[config.mk]
export PLATFORM = sky130hd
export DESIGN_NAME = meas_sched
export DESIGN_NICKNAME = d
export VERILOG_FILES = /design/src/rtl/meas_pkg.sv /design/src/rtl/crc8_w16.sv /design/src/rtl/meas_sched.sv
export SDC_FILE = /design/constraint.sdc
export NUM_CORES = 1
export LEC_CHECK = 0
export CORE_MARGIN = 3
export CORE_UTILIZATION = 47
export CTS_BUF_LIST = sky130_fd_sc_hd__clkbuf_8 sky130_fd_sc_hd__clkbuf_16
export DETAILED_ROUTE_END_ITERATION = 10
export GPL_TIMING_DRIVEN = 0
export PLACE_DENSITY = 0.88
export SYNTH_ARGS = -nofsm -noshare
export SYNTH_HDL_FRONTEND = slang
export SYNTH_HIERARCHICAL = 1
export SYNTH_SLANG_ARGS = --single-unit
[constraint.sdc]
create_clock -name clk -period 1.9 [get_ports clk]
set_input_delay 0.38 -clock clk [delete_from_list [all_inputs] [get_ports clk]]
set_output_delay 0.38 -clock clk [all_outputs]
set_load 0.005 [all_outputs]
[src/rtl/meas_pkg.sv]
// Shared definitions for the measurement scheduler: FSM encoding, CRC-8 constants, rx_data field layout.
// Latency: none (declarations only).
// Backpressure: none (declarations only).
package meas_pkg;

    typedef enum logic [2:0] {
        IDLE,
        CMD,
        CMD_W,
        CONV,
        RD,
        RD_W,
        CHECK,
        SETTLE
    } state_t;

    localparam logic [7:0] CRC_POLY = 8'h31;
    localparam logic [7:0] CRC_INIT = 8'hFF;

    // rx_data = {T[15:0], CRC_T[7:0], RH[15:0], CRC_RH[7:0]}
    localparam int RX_T_LSB     = 32;
    localparam int RX_CRCT_LSB  = 24;
    localparam int RX_RH_LSB    = 8;
    localparam int RX_CRCRH_LSB = 0;

endpackage

[src/rtl/crc8_w16.sv]
// CRC-8 (poly 0x31, init 0xFF, MSB first, no reflection, no final XOR) over one 16-bit word.
// Latency: purely combinational.
// Backpressure: none.
module crc8_w16
    import meas_pkg::*;
(
    input  logic [15:0] data,
    output logic [7:0]  crc
);

    always_comb begin
        crc = CRC_INIT;
        for (int i = 15; i >= 0; i--) begin
            if (crc[7] ^ data[i]) begin
                crc = {crc[6:0], 1'b0} ^ CRC_POLY;
            end else begin
                crc = {crc[6:0], 1'b0};
            end
        end
    end

endmodule

[src/rtl/meas_sched.sv]
// Periodic sensor measurement sequencer: command, conversion wait, 6-byte read, optional CRC check (CRC_CHECK_EN), result load.
// Latency: upd fires DP_LAT+1 cycles after temp_raw/hum_raw load; one measurement per PERIOD_CYC when idle.
// Backpressure: none; waits indefinitely on i2c_done, and period wraps seen while busy are dropped.
module meas_sched
    import meas_pkg::*;
#(
    parameter int PERIOD_CYC = 50_000_000,
    parameter int CONV_CYC   = 1_000_000,
    parameter int DP_LAT     = 3
) (
    input  logic        clk,
    input  logic        rst,
    input  logic        en,
    output logic        i2c_req,
    output logic        i2c_rd,
    input  logic        i2c_done,
    input  logic        i2c_err,
    input  logic [47:0] rx_data,
    output logic [15:0] temp_raw,
    output logic [15:0] hum_raw,
    output logic        upd,
    output logic [7:0]  err_cnt
);

    localparam int PW   = $clog2(PERIOD_CYC + 1);
    localparam int TMAX = (CONV_CYC > DP_LAT + 1) ? CONV_CYC : DP_LAT + 1;
    localparam int TW   = $clog2(TMAX + 1);

    localparam logic [PW-1:0] PER_LAST    = PW'(PERIOD_CYC - 1);
    localparam logic [TW-1:0] CONV_LAST   = TW'(CONV_CYC - 1);
    localparam logic [TW-1:0] SETTLE_LAST = TW'(DP_LAT);

    state_t        state;
    state_t        state_nxt;
    logic [PW-1:0] per_cnt;
    logic [TW-1:0] tmr;
    logic [47:0]   rx_q;
    logic          wrap;
    logic          pass;
    logic          cap;
    logic          load;
    logic          err_inc;

    assign wrap = en && (per_cnt == PER_LAST);

    always_ff @(posedge clk) begin
        if (rst || !en || wrap) begin
            per_cnt <= '0;
        end else begin
            per_cnt <= per_cnt + 1'b1;
        end
    end

    // Dwell timer restarts on every state change; only CONV and SETTLE look at it.
    always_ff @(posedge clk) begin
        if (rst || (state_nxt != state)) begin
            tmr <= '0;
        end else if (state == CONV || state == SETTLE) begin
            tmr <= tmr + 1'b1;
        end
    end

`ifdef CRC_CHECK_EN
    logic [7:0] crc_t;
    logic [7:0] crc_rh;

    crc8_w16 u_crc_t (
        .data (rx_q[RX_T_LSB +: 16]),
        .crc  (crc_t)
    );

    crc8_w16 u_crc_rh (
        .data (rx_q[RX_RH_LSB +: 16]),
        .crc  (crc_rh)
    );

    assign pass = (crc_t == rx_q[RX_CRCT_LSB +: 8]) && (crc_rh == rx_q[RX_CRCRH_LSB +: 8]);
`else
    logic unused_crc_bytes;
    assign unused_crc_bytes = ^{rx_q[RX_CRCT_LSB +: 8], rx_q[RX_CRCRH_LSB +: 8]};
    assign pass = 1'b1;
`endif

    assign cap = (state == RD_W) && i2c_done && !i2c_err;

    always_comb begin
        state_nxt = state;
        load      = 1'b0;
        err_inc   = 1'b0;
        case (state)
            IDLE:   if (wrap) state_nxt = CMD;
            CMD:    state_nxt = CMD_W;
            CMD_W: begin
                if (i2c_done) begin
                    if (i2c_err) begin
                        err_inc   = 1'b1;
                        state_nxt = IDLE;
                    end else begin
                        state_nxt = CONV;
                    end
                end
            end
            CONV:   if (tmr == CONV_LAST) state_nxt = RD;
            RD:     state_nxt = RD_W;
            RD_W: begin
                if (i2c_done) begin
                    if (i2c_err) begin
                        err_inc   = 1'b1;
                        state_nxt = IDLE;
                    end else begin
                        state_nxt = CHECK;
                    end
                end
            end
            CHECK: begin
                if (pass) begin
                    load      = 1'b1;
                    state_nxt = SETTLE;
                end else begin
                    err_inc   = 1'b1;
                    state_nxt = IDLE;
                end
            end
            SETTLE: if (tmr == SETTLE_LAST) state_nxt = IDLE;
            default: state_nxt = IDLE;
        endcase
    end

    // Pulses are decoded from state and forced low while rst is held.
    assign i2c_req = !rst && (state == CMD || state == RD);
    assign i2c_rd  = !rst && (state == RD);
    assign upd     = !rst && (state == SETTLE) && (tmr == SETTLE_LAST);

    always_ff @(posedge clk) begin
        if (rst) begin
            state    <= IDLE;
            rx_q     <= '0;
            temp_raw <= '0;
            hum_raw  <= '0;
            err_cnt  <= '0;
        end else begin
            state <= state_nxt;
            if (cap) begin
                rx_q <= rx_data;
            end
            if (load) begin
                temp_raw <= rx_q[RX_T_LSB +: 16];
                hum_raw  <= rx_q[RX_RH_LSB +: 16];
            end
            if (err_inc && (err_cnt != 8'hFF)) begin
                err_cnt <= err_cnt + 1'b1;
            end
        end
    end

endmodule

==> metrics.csv <==
stage,metric,value,unit
placed_design,pre-CTS setup slack,-0.656,ns
outcome,failing checks,setup timing,
timing,hold slack,0.386,ns
floorplanning,die span in y,110,µm
placed_design,Post-DP HPWL,9160,µm
critical_path,crit path max fanout,5,
drt,DR pass1 iterations,7,
pwr,pwr dens,859,nW/µm²
floorplanning,IO Pins,96,
critical_path,CP startpoint kind,register,
timing,fin. max-slew vios,0,
clock_network,clk root buf,clkbuf_8,
critical_path,Critical R2R Launch,tmr[15],
critical_path,crit end category,primary output,
timing,RSZ-0062 raised after global routing,yes,
clock_network,CTS tree,done,
min_path,Worst Hold Class,primary input to register,
floorplanning,Total Die Area,12200,µm²
timing,Setup-failing EPs final,36,
drt,Vias,5124,
synth,Synth area leader,dfxtp_1,
pwr,Power Total,6.15,mW
timing,Final Hold Viols,0,
critical_path,CP arrival,2.04,ns
drt,DR WL/cell,17.6,µm
synth,ys flop type,dfxtp_1,
floorplanning,Chip Width,110,µm
finish,number of diodes,0,
critical_path,Worst Path Required,1.52,ns
clock_network,Max clock buf depth,2,
synth,Syn Area/Cell,8.30,µm²
timing,Max Freq,413,MHz
finish,fin nets,796,
finish,share of cells above drive strength 1,0.170,
outcome,outcome,"finished, violations left",
timing,Tmin final,2.42,ns
critical_path,Worst Reg-to-Reg Cells,8,
synth,"count leader, synth",nand2_1,
synth,mux cell area share after synthesis,0.00391,
synth,Synth Area in Adders,0.00977,
floorplanning,Cell Rows,37,
synth,Async SR Flop Fraction,0,
synth,post-synthesis simple-gate area fraction,0.283,
synth,"top cells by count, synth","nand2_1, dfxtp_1, a21oi_1",
clock_network,clock sink count,121,
pwr,Peak VDD IR,0.755,mV
clock_network,total CTS buffers,17,
timing,Clock Skews,0.00692,ns
floorplanning,Core Area,10500,µm²
global_route,initial antenna violation count,0,
critical_path,worst reg2reg path endpoint,tmr[2],
floorplanning,initial core utilization,0.490,
global_route,vias in the first global route,5255,
clock_network,H-Tree Depth,4,
synth,post-synthesis cell count,617,
critical_path,Setup crit start,tmr[6],
critical_path,CP endpoint,upd,
synth,post-synthesis register bit count,121,
synth,largest family of logic cells by synthesized area,simple AND/OR/NAND/NOR gates,
placed_design,IO buf count,78,
timing,Final WS setup,-0.519,ns
job,Max-Cap Viols,0,
placed_design,routability congestion estimate,0.891,
critical_path,flop2flop setup slack,-0.33,ns
pwr,Leak,2.40,nW
synth,Netlist Area Pre-Place,5120,µm²
finish,area delta synth->final,39.7,%
clock_network,Worst-path clk slew,0.06,ns
drt,Vias/cell,5.77,
timing,Final Cycle Share,1.27,
timing,normalized max-slew margin,0.626,
timing,final setup TNS,-8.17,ns
synth,Synth area leaders,"dfxtp_1, nand2_1, a21oi_1, xnor2_1, nor2_1",
drt,WL final,15700,µm
clock_network,CTS Hold Bufs,0,
synth,syn_nets,674,
synth,Synthesis Warnings,6,
global_route,first-pass GRT wire length,24000,µm
global_route,gr ovfl total,0,
critical_path,Crit Path Class,register to primary output,
drt,Iteration-0 DRC Markers,514,
synth,share of the synthesized area in the top cell type,0.473,
synth,XOR/XNOR Fraction of Synth Area,0.0855,
clock_network,Worst-Skew Late Latency,0.53,ns
global_route,GR Util All Layers,0.239,
synth,post-synthesis sequential area ratio,0.473,
drt,DRT antenna net count,0,
synth,Compound-Gate Fraction of Synth Area,0.101,
drt,# DRC,0,
global_route,largest net degree at the start of global routing,17,
timing,slew of the pin with the lowest slew margin,0.561,ns
synth,Yosys cell types,45,
synth,Post-synth EDFFs,0,
-- metrics by stage --
stage | util | cells | area (µm²)
final | 0.684 | 888 | 7160
after global routing | 0.684 | 888 | 7160
after CTS | 0.665 | 881 | 6960
after detailed placement | 0.581 | 831 | 6080
after global placement | 0.581 | 831 | 6080
after floorplan | - | 617 | 5120
-- routing by layer --
layer	up-vias	wire length (µm)	GRT usage
met5	-	0	0
met1	2450	6040	0.267
met4	0	670	0.131
met2	264	7980	0.405
li1	2344	-	-
met3	66	961	0.0723
-- critical path: stages, from the launching register on --
cell     delay, ns
dfxtp_1       0.36
or4_4         0.54
nor2_4        0.17
nand3_4       0.10
nor3_4        0.18
buf_2         0.15
-- registers in the layout, summed over array words and instances, names as in the netlist --
signal	flops
err_cnt	8
hum_raw	16
per_cnt	26
rx_q	32
state	3
temp_raw	16
tmr	20
-- final cells by class --
type	instances	area, µm²
clock buffer	18	428
sequential	121	2440
fill	727	3300
multi-input combinational	448	2650
tap	136	170
clock inverter	14	196
timing repair buffer	105	1010
buffer	34	211
inverter	12	45.0
-- placed cells by master, fill, tap and decap left out, types with 3 or more instances in the layout --
| cell type | n |
|---|---|
| nor3_1 | 12 |
| and2_1 | 5 |
| nand4_1 | 10 |
| xor2_1 | 17 |
| dfxtp_1 | 110 |
| nor4b_1 | 3 |
| buf_2 | 3 |
| nor2_4 | 8 |
| dfxtp_4 | 3 |
| nor4_1 | 23 |
| clkbuf_1 | 17 |
| ha_1 | 3 |
| buf_6 | 11 |
| clkbuf_16 | 17 |
| clkinvlp_4 | 3 |
| nor2_2 | 3 |
| buf_4 | 21 |
| a21oi_2 | 3 |
| o2111ai_1 | 4 |
| nand2_1 | 150 |
| and3_1 | 8 |
| and4_1 | 5 |
| a21oi_1 | 66 |
| clkdlybuf4s50_1 | 75 |
| clkinv_4 | 3 |
| dfxtp_2 | 8 |
| inv_1 | 12 |
| bufinv_16 | 4 |
| nor2_1 | 39 |
| clkbuf_2 | 8 |
| nand3_1 | 14 |
| xnor2_1 | 32 |
-- how the worst min path moves through the flow --
| stage | endpoint | from | depth (start not counted) | slack (ns) |
|---|---|---|---|---|
| finish | state[0] | rst | 4 | 0.39 |
| global route | rx_q[23] | rx_data[23] | 3 | 0.40 |
| CTS | state[0] | rst | 4 | 0.33 |
| detailed placement | temp_raw[0] | rx_q[32] | 2 | 0.45 |
| global placement | temp_raw[1] | rx_q[33] | 2 | 0.44 |
| floorplan | per_cnt[0] | per_cnt[0] | 1 | 0.43 |
-- where the power goes --
part	switching, mW	total [mW]	leakage, nW	internal (mW)
combinational	0.103	0.212	1.12	0.109
clock	1.23	3.40	0.298	2.17
sequential	0.00389	2.54	0.981	2.54
-- cells by family after synthesis --
logic type,Yosys count
AO/OA/AOI/OAI,88
buffers and inverters,48
flip-flops,121
adder cells (fa/ha/maj),4
AND/OR/NAND/NOR,304
XOR/XNOR,50
multiplexers,2
-- repair_timing --
item                                    in CTS  in global routing
pin swaps                                   15                 12
gates resized for setup                     49                 50
buffers inserted                            17                  8
gates cloned                                 2                  1
endpoints found under the setup margin      87                 84
Power figures use the tool's default switching activity.
